===== config.mk =====
export PLATFORM = sky130hd
export DESIGN_NAME = clk_div_multi_flat
export DESIGN_NICKNAME = d
export VERILOG_FILES = /design/src/rtl/clk_div_multi_if.sv /design/src/rtl/clk_div_multi.sv /design/src/flat_wrapper.sv
export SDC_FILE = /design/constraint.sdc
export NUM_CORES = 1
export LEC_CHECK = 0
export ABC_AREA = 1
export CORE_MARGIN = 3
export CORE_UTILIZATION = 40
export DETAILED_ROUTE_END_ITERATION = 7
export PLACE_DENSITY = 0.58
export SLEW_MARGIN = 5
export SYNTH_ARGS = -nofsm -noshare
export SYNTH_HDL_FRONTEND = slang
export SYNTH_SLANG_ARGS = --single-unit

===== constraint.sdc =====
create_clock -name clk -period 42.5 [get_ports clk]
set_input_delay 8.5 -clock clk [delete_from_list [all_inputs] [get_ports clk]]
set_output_delay 8.5 -clock clk [all_outputs]
set_load 0.03 [all_outputs]

===== src/rtl/clk_div_multi_if.sv =====
// clk_div_multi_if: control inputs and divided outputs of clk_div_multi.
// Ports (signals): en, div_load, div_sel, div_val, sync_all (optional) -> ja, tick, pend.
// Optional sync_all is present only when CLK_DIV_MULTI_SYNC_EN is defined.
// master drives the controls and reads the outputs; slave is the divider side.
interface clk_div_multi_if #(
    parameter int NUM_CH = 4,
    parameter int CNT_W  = 32
);
    localparam int SEL_W = (NUM_CH > 1) ? $clog2(NUM_CH) : 1;

    logic [NUM_CH-1:0] en;
    logic              div_load;
    logic [SEL_W-1:0]  div_sel;
    logic [CNT_W-1:0]  div_val;
    logic [NUM_CH-1:0] ja;
    logic [NUM_CH-1:0] tick;
    logic [NUM_CH-1:0] pend;
`ifdef CLK_DIV_MULTI_SYNC_EN
    logic              sync_all;

    modport master (
        output en, div_load, div_sel, div_val, sync_all,
        input  ja, tick, pend
    );
    modport slave (
        input  en, div_load, div_sel, div_val, sync_all,
        output ja, tick, pend
    );
`else
    modport master (
        output en, div_load, div_sel, div_val,
        input  ja, tick, pend
    );
    modport slave (
        input  en, div_load, div_sel, div_val,
        output ja, tick, pend
    );
`endif
endinterface


===== src/rtl/clk_div_multi.sv =====
// clk_div_multi: NUM_CH independent run-time programmable clock dividers.
// Ports: clk (system clock), reset (async, active high), bus (clk_div_multi_if.slave):
//   en       per-channel run enable
//   div_load one-cycle divisor write strobe, div_sel target channel, div_val divisor
//   ja       divided outputs (~50% duty), tick period-start strobes, pend reload waiting
// Optional macro CLK_DIV_MULTI_SYNC_EN adds bus.sync_all to restart all channels in phase.
// A written divisor is held pending and only takes effect at a period boundary,
// or at once when the channel is not counting (disabled, divisor 0 or 1).
module clk_div_multi #(
    parameter int          NUM_CH  = 4,
    parameter int          CNT_W   = 32,
    parameter int unsigned DEF_DIV = 100000000
) (
    input  logic           clk,
    input  logic           reset,
    clk_div_multi_if.slave bus
);
    localparam logic [CNT_W-1:0] ONE   = CNT_W'(1);
    localparam logic [CNT_W-1:0] TWO   = CNT_W'(2);
    localparam logic [CNT_W:0]   ONE_W = (CNT_W+1)'(1);

    logic w_sync;

`ifdef CLK_DIV_MULTI_SYNC_EN
    assign w_sync = bus.sync_all;
`else
    assign w_sync = 1'b0;
`endif

    for (genvar g = 0; g < NUM_CH; g++) begin : g_ch
        logic [CNT_W-1:0] r_cnt;
        logic [CNT_W-1:0] r_d;
        logic [CNT_W-1:0] r_p;
        logic             r_pend;
        logic             r_ja;
        logic             r_tick;
        logic             r_run;

        logic             w_hit;
        logic             w_imm;
        logic             w_wrap;
        logic             w_apply;
        logic [CNT_W-1:0] w_deff;
        logic [CNT_W-1:0] w_nc;
        logic [CNT_W:0]   w_h;

        always_comb begin
            w_hit   = bus.div_load && (int'(bus.div_sel) == g);
            // Restart from cnt=0 when the channel was not counting last
            // cycle or a sync is requested; pending value is used right away.
            w_imm   = w_sync || !r_run;
            w_deff  = (r_pend && w_imm) ? r_p : r_d;
            w_wrap  = (r_d >= TWO) && (r_cnt >= r_d - ONE);
            w_apply = r_pend && (w_imm || !bus.en[g] || (r_d < TWO) || w_wrap);
            w_nc    = w_wrap ? '0 : r_cnt + ONE;
            // High time in CNT_W+1 bits so an all-ones divisor cannot overflow.
            w_h     = ({1'b0, r_d} + ONE_W) >> 1;
        end

        always_ff @(posedge clk or posedge reset) begin
            if (reset) begin
                r_cnt  <= '0;
                r_d    <= CNT_W'(DEF_DIV);
                r_p    <= '0;
                r_pend <= 1'b0;
                r_ja   <= 1'b0;
                r_tick <= 1'b0;
                r_run  <= 1'b0;
            end else begin
                if (w_apply) begin
                    r_d <= r_p;
                end
                // A load on the applying edge stays pending for the next boundary.
                if (w_hit) begin
                    r_p    <= bus.div_val;
                    r_pend <= 1'b1;
                end else if (w_apply) begin
                    r_pend <= 1'b0;
                end

                if (!bus.en[g] || (w_deff == '0)) begin
                    r_cnt  <= '0;
                    r_ja   <= 1'b0;
                    r_tick <= 1'b0;
                    r_run  <= 1'b0;
                end else if (w_deff == ONE) begin
                    r_cnt  <= '0;
                    r_ja   <= 1'b1;
                    r_tick <= 1'b1;
                    r_run  <= 1'b0;
                end else if (w_imm) begin
                    r_cnt  <= '0;
                    r_ja   <= 1'b1;
                    r_tick <= 1'b1;
                    r_run  <= 1'b1;
                end else begin
                    r_cnt  <= w_nc;
                    r_ja   <= ({1'b0, w_nc} < w_h);
                    r_tick <= (w_nc == '0);
                    r_run  <= 1'b1;
                end
            end
        end

        assign bus.ja[g]   = r_ja;
        assign bus.tick[g] = r_tick;
        assign bus.pend[g] = r_pend;
    end

endmodule

===== src/flat_wrapper.sv =====
// flat-port wrapper written by rule: the top's interface ports become plain ports
module clk_div_multi_flat 
#(
    parameter int          NUM_CH  = 4,
    parameter int          CNT_W   = 32,
    parameter int unsigned DEF_DIV = 100000000
)
  (clk, reset, bus_en, bus_div_load, bus_div_sel, bus_div_val, bus_ja, bus_tick, bus_pend);
  clk_div_multi_if #(.NUM_CH(NUM_CH), .CNT_W(CNT_W)) bus_i ();
  input  logic clk;
  input  logic reset;
  input wire logic [$bits(bus_i.en)-1:0] bus_en;
  input wire logic [$bits(bus_i.div_load)-1:0] bus_div_load;
  input wire logic [$bits(bus_i.div_sel)-1:0] bus_div_sel;
  input wire logic [$bits(bus_i.div_val)-1:0] bus_div_val;
  output wire logic [$bits(bus_i.ja)-1:0] bus_ja;
  output wire logic [$bits(bus_i.tick)-1:0] bus_tick;
  output wire logic [$bits(bus_i.pend)-1:0] bus_pend;
  assign bus_i.en = bus_en;
  assign bus_i.div_load = bus_div_load;
  assign bus_i.div_sel = bus_div_sel;
  assign bus_i.div_val = bus_div_val;
  assign bus_ja = bus_i.ja;
  assign bus_tick = bus_i.tick;
  assign bus_pend = bus_i.pend;
  clk_div_multi #(.NUM_CH(NUM_CH), .CNT_W(CNT_W), .DEF_DIV(DEF_DIV)) u_core (.clk(clk), .reset(reset), .bus(bus_i));
endmodule

==> impl_metrics.toml, run 1 <==
[status]
status = "finished, final reports clean"

[timing]
rsz_0062_raised_after_global_routing = "false"
max-slew-margin-rel_pct = 22.1
final_critical_delay_including_setup_and_external_delays_ns = 10.62
timing.final.hold_violations = 0
setup_violations = 0
worst_slew_pin_slew_ns = 1.17
final.period_utilization_pct = 25.0
clock-skew-final_ns = 0.0235
totalNegativeSetupSlack_ns = 0
max_freq_ghz = 0.0941
setup_ws_ns = 31.88
worst_hold_slack_ns = 0.487
final-max-slew-violation-count = 0

[setup_path]
crit_start = "reset"
cp_slowest_cell = "buf_12"
launch_instance_of_the_worst_register_to_register_path = "u_core.g_ch[2].r_d[0]"
worst_setup_path_end_kind = "asynchronous set/reset pin"
crit_chain = "clkdlybuf4s50_1, inv_8, buf_4, buf_12"
setup.reg_to_reg.worst_slack_ns = 35.88
worstSetupPathType = "in2async"
critical_path_startpoint_category = "input pin"
cp.arrival_ns = 11.18
data_required_time_of_the_critical_path_ns = 43.05
timing.critical_path.slowest_cell_delay_ns = 0.83
worstPathMaxFanout = 195

[synthesis]
postSynth.topFlopCell = "dfrtp_1"
async_flop_share_pct = 100
yosys_warnings = 0
mappedNetlistNets = 4368
syn_inst = 4059
number_of_flops_mapped_to_enable_cells_by_yosys = 0
synth_cell_types = 61
synth_top_area_share_pct = 29.6
synth_area_sq_um = 29800
yosysTopAreaCell = "dfrtp_1"
postSynthRegisterBits = 400
synth_sequential_area_ratio_pct = 33.8
syn_area_per_cell_sq_um = 7.34
synth.top_cells.by_area = "dfrtp_1 (30%), ha_1 (11%), nand2_1 (11%)"

[cts]
h-tree-depth = 2
clkSlewWorstSetupHoldPaths_ns = 0.06
cts_resized = 0
numClockSinks = 400
cts_post_setup_buffers_inserted = 0
tritoncts = "built"
cts_max_path_buffers = 3
number_of_buffers_created_by_cts = 46
cts_hold_repair.buffers = 0
cts_root_buffer = "clkbuf_16"
clock_latency_on_the_worst_skew_pair_ns = 0.59

[floorplanning]
std_cell_rows = 99
floorplan.core_area_sq_um = 73300
io-pin-count = 53
die_width_um = 279
starting_utilization_of_the_core_area_pct = 40.6
design.die.area_sq_um = 77800
dieHeight_um = 279

[placed_design]
hpwl_mm = 64.4
gp_congestion = 0.900
post-place-ws_ns = 31.14
buffer_ports.inserted = 52

[global_route]
grt.overflow.total = 0
grt_antenna_before_repair = 1
number_of_global_route_vias_before_repair = 24700
largest_net_degree_at_the_start_of_global_routing = 196
grtUsageTotal_pct = 21.2
grt_pass1_wl_mm = 134

[finish]
drive_gt1_share_pct = 5.90
design.final.nets = 4360
area_growth_syn_to_fin_pct = 9.67

[worst_hold_path]
min-delay-path-class = "reg2reg"
min_from = "u_core.g_ch[1].r_p[3]"

[power_and_ir_drop]
power_density_nw_per_um2 = 43.5
power.ir.vdd_worst_v = 0.0000290
static-leakage-power_nw = 15.6

[route]
drt.antenna.violating_nets = 0
route.vias.total = 25700
dr.pass1.iters = 7
routed_wirelength_normalized_by_instance_count_um = 16.4
remaining_drc_errors = 0
via_per_inst = 5.10
route.final.wire_length_mm = 82.8
drt_initial_violations = 1484

[job]
timing.max_cap.violations = 0
worst paths after layout:
check | endpoint | depth (start not counted)
worst max-delay path | u_core.g_ch[2].r_d[2] | 4
worst min-delay path | u_core.g_ch[1].r_p[3] | 2
worst max register to register | u_core.g_ch[2].r_ja | 28
worst min register to register | u_core.g_ch[1].r_p[3] | 2
max in group clk | bus_pend[1] | 1
min in group asynchronous | u_core.g_ch[0].r_cnt[8] | 2
power breakdown:
| part | internal, mW | switching, mW |
|---|---|---|
| Clock | 0.250 | 0.171 |
| Combinational | 0.160 | 0.298 |
| Sequential | 0.455 | 0.0878 |
synth_stat cells, drive strengths merged, types with 2 or more instances:
| master | instances |
|---|---|
| nand2 | 885 |
| nor2 | 541 |
| inv | 518 |
| dfrtp | 352 |
| o21ai | 284 |
| ha | 268 |
| xor2 | 247 |
| nand3 | 182 |
| nor3 | 162 |
| a21oi | 136 |
| nand4 | 116 |
| nor4 | 76 |
| clkbuf | 72 |
| buf | 48 |
| dfstp | 48 |
| xnor2 | 30 |
| or2 | 17 |
| a21o | 11 |
| a211oi | 10 |
| o21a | 7 |
| a31oi | 5 |
| nand3b | 5 |
| and3 | 4 |
| clkinv | 4 |
| mux2 | 4 |
| a2111oi | 3 |
| nor3b | 3 |
| o221ai | 3 |
| a221oi | 2 |
| a31o | 2 |
| a32o | 2 |
| and2 | 2 |
| nor4b | 2 |
| o221a | 2 |
| or3 | 2 |
per-layer routing:
layer  vias to the layer above  global-route usage [%]  routed length [um]
li1                      13200                       -                   -
met1                     11900                    29.6               39300
met2                       499                    35.3               38100
met3                        96                    2.73                3710
met4                         0                    4.78                1690
met5                         -                       0                   0
placed cells by master (no fill, tap or decap), types with 7 or more instances in the layout:
| master | netlist | routed |
|---|---|---|
| ha_1 | 268 | 268 |
| nand3_1 | 171 | 169 |
| o21a_1 | 7 | 7 |
| clkdlybuf4s50_1 | 0 | 52 |
| inv_1 | 510 | 509 |
| buf_4 | 17 | 11 |
| xnor2_1 | 30 | 30 |
| nor4_1 | 67 | 67 |
| xor2_1 | 247 | 247 |
| clkbuf_16 | 0 | 47 |
| dfstp_2 | 48 | 48 |
| nor2_4 | 7 | 7 |
| a21o_1 | 11 | 11 |
| nand3_2 | 10 | 12 |
| nand4_1 | 113 | 113 |
| nor2_1 | 518 | 518 |
| nor2_2 | 16 | 16 |
| a211oi_1 | 10 | 10 |
| clkinv_2 | 0 | 8 |
| a21oi_1 | 134 | 134 |
| nor3_2 | 9 | 9 |
| nor3_1 | 150 | 150 |
| or2_2 | 15 | 15 |
| o21ai_0 | 278 | 278 |
| nand2_1 | 878 | 876 |
| nor4_2 | 7 | 7 |
| inv_2 | 8 | 8 |
| dfrtp_1 | 352 | 352 |
| nand2_2 | 7 | 9 |
| clkbuf_1 | 72 | 10 |
metrics by stage:
stage / cell area [sq um] / instances / utilization [%] / total power [mW]
final: 32700 / 5048 / 44.6 / 1.42
after CTS: 32700 / 5047 / 44.6 / 1.44
after detailed placement: 31100 / 4962 / 42.4 / 1.01
after global placement: 31100 / 4962 / 42.4 / 1.00
after floorplan: 29800 / 4059 / - / 0.879
after global routing: 32700 / 5047 / 44.6 / 1.53
sequential cells by signal (all words and copies together), names as in the netlist:
register	flops
u_core.g_ch.r_p	128
u_core.g_ch.r_pend	4
u_core.g_ch.r_ja	4
u_core.g_ch.r_tick	4
u_core.g_ch.r_d	128
u_core.g_ch.r_cnt	128
u_core.g_ch.r_run	4
worst max-delay path: cells and delay by family:
kind	cells	cell delay (ns)
buf+inv	4	2.52
area by class of cell:
cell class	count	area, sq um
tap	959	1200
multi-input combinational	3017	17200
fill	7600	40600
clock buffer	63	1300
clock inverter	22	283
antenna	1	2.50
inverter	522	1970
timing repair buffer	64	623
sequential	400	10100
logic make-up after synthesis:
family	count (synthesis)	share of synthesized area, %
flops	400	33.8
fa+ha+maj	268	11.3
compound gates	471	8.45
mux	4	0.151
simple gates	1997	29.8
buf+inv	642	8.46
xor+xnor	277	8.14
No activity file was read; power rests on OpenSTA's default activity.
==> run 2, diff against run 1 <==
PLACE_DENSITY = 0.6   (was 0.58)
clock period = 8.7 ns   (was 42.5 ns; I/O delays follow)
==> run 2 against run 1 <==
Compared with the run above:
- clock power grew to 4.8 times the previous value
- cell count is essentially flat
- first-iteration DRC count grew 28%
- sequential cell count is the same
- routed wire length grew 1.1%
- total power grew to 4.9 times the previous value
- via count grew 1.3%
- hold slack lost 0.00067 ns
- clock skew grew 0.0021 ns
- die area is the same
- critical path depth grew 24
==> impl_metrics.toml, run 2 (synthesized netlist as in run 1, its figures left out) <==
[status]
status = "finished, final reports clean"

[route]
via_per_inst = 5.16
met2_wirelength_mm = 38.7
routed_wirelength_normalized_by_instance_count_um = 16.6
route.vias.total = 26000
route.final.wire_length_mm = 83.7
dr.pass1.iters = 5
dr.max_layer_used = "met4"
met3_wirelength_mm = 4.23
drt_initial_violations = 1904
remaining_drc_errors = 0
wirelength_met1_mm = 38.8
drt.antenna.violating_nets = 0

[setup_path]
critical_path_startpoint_category = "register"
setup.reg_to_reg.worst_slack_ns = 2.37
worstPathMaxFanout = 34
timing.critical_path.mode_cell = "nand2_1"
data_required_time_of_the_critical_path_ns = 9.21
worstSetupPathType = "reg2reg"
timing.critical_path.slowest_cell_delay_ns = 0.89
cp_slowest_cell = "inv_1"
worst_setup_path_end_kind = "register"
cp.arrival_ns = 6.84

[cts]
number_of_buffers_created_by_cts = 45
clock_latency_on_the_worst_skew_pair_ns = 0.60
h-tree-depth = 2
clkSlewWorstSetupHoldPaths_ns = 0.06
cts_post_setup_buffers_inserted = 0
numClockSinks = 400
cts_resized = 0
cts_root_buffer = "clkbuf_16"
cts_max_path_buffers = 3
tritoncts = "built"
cts_hold_repair.buffers = 0

[timing]
final.period_utilization_pct = 72.7
final-max-slew-violation-count = 0
final_critical_delay_including_setup_and_external_delays_ns = 6.33
worst_hold_slack_ns = 0.486
rsz_0062_raised_after_global_routing = "false"
setup_violations = 0
timing.final.hold_violations = 0
worst_slew_pin_slew_ns = 1.13
max_freq_ghz = 0.158
max-slew-margin-rel_pct = 24.9
clock-skew-final_ns = 0.0257
totalNegativeSetupSlack_ns = 0

[finish]
area_growth_syn_to_fin_pct = 9.51
layout.cells.most_common_list = "nand2_1 (876), nor2_1 (518), inv_1 (509), dfrtp_1 (352), o21ai_0 (278)"
final_core_util_pct = 44.5
drive_gt1_share_pct = 5.70
largest_registers = "u_core.g_ch.r_cnt (128), u_core.g_ch.r_d (128), u_core.g_ch.r_p (128)"
leading_cell_type_in_the_layout_fill_and_taps_excluded = "nand2_1"
design.final.nets = 4357
design_area_sq_um = 32600

[floorplanning]
die_width_um = 279
dieHeight_um = 279
floorplan.core_area_sq_um = 73300
io-pin-count = 53
design.die.area_sq_um = 77800
std_cell_rows = 99
starting_utilization_of_the_core_area_pct = 40.6

[placed_design]
buffer_ports.inserted = 52
placed_cell_area_sq_um = 31100
hpwl_mm = 65.0
gp_congestion = 0.911

[global_route]
largest_net_degree_at_the_start_of_global_routing = 173
grtUsageTotal_pct = 21.5
grt_antenna_before_repair = 3
grt_pass1_wl_mm = 135
grt.overflow.total = 0
number_of_global_route_vias_before_repair = 25200

[power_and_ir_drop]
total_power_mw = 6.93
static-leakage-power_nw = 15.5
power.ir.vdd_worst_v = 0.000169
power_density_nw_per_um2 = 212

[worst_hold_path]
min-delay-path-class = "reg2reg"

[job]
timing.max_cap.violations = 0
[run 2: cell count changes in the layout (fill, tap and decap cells not counted)]
cell and delta:
inv_8 -1, clkinv_2 -3, bufinv_16 -1, clkbuf_1 +5, buf_12 +1, clkinv_4 +1, buf_4 -3, clkinvlp_4 -2
[run 2: power by group]
group          total, mW  internal [mW]  switching, mW
clock network       2.02           1.19          0.826
registers           2.65           2.22          0.426
logic               2.26          0.782           1.48
total               6.93           4.20           2.73
[run 2: layout make-up]
class | instances | area, sq um
fillers | 7553 | 40700
multi-input cells | 3017 | 17200
flip-flops and latches | 400 | 10100
inverters | 522 | 1960
clock buffers | 68 | 1320
well taps | 959 | 1200
repair buffers | 62 | 621
clock inverters | 16 | 224
diodes | 1 | 2.50
[run 2: path summary, 6_finish.rpt]
path | depth (start not counted) | to | start
worst max-delay path | 28 | u_core.g_ch[2].r_ja | u_core.g_ch[2].r_d[0]
worst max register to register | 28 | u_core.g_ch[2].r_ja | u_core.g_ch[2].r_d[0]
worst min-delay path | 2 | u_core.g_ch[1].r_p[4] | u_core.g_ch[1].r_p[4]
worst min register to register | 2 | u_core.g_ch[1].r_p[4] | u_core.g_ch[1].r_p[4]
min in group asynchronous | 3 | u_core.g_ch[1].r_cnt[1] | reset
max in group asynchronous | 4 | u_core.g_ch[2].r_d[0] | reset
[run 2: metrics by stage]
stage | cells | setup WS [ns]
final | 5045 | 2.37
after global routing | 5044 | 1.55
after CTS | 5044 | 2.35
after detailed placement | 4960 | 2.39
after global placement | 4960 | 2.38
after floorplan | 4059 | 1.61
[run 2: metal layers]
layer,up-vias,track usage (%)
li1,13200,-
met3,121,3.09
met1,12100,29.4
met2,595,35.8
met5,-,0
met4,0,5.43
[run 2: worst max-delay path: cells and delay by family (launching register included)]
| kind | cells | cell delay [ns] |
|---|---|---|
| compound gates | 6 | 1.00 |
| xor+xnor | 1 | 0.17 |
| fa+ha+maj | 3 | 0.90 |
| buf+inv | 2 | 1.09 |
| flops | 1 | 0.37 |
| simple gates | 16 | 2.74 |
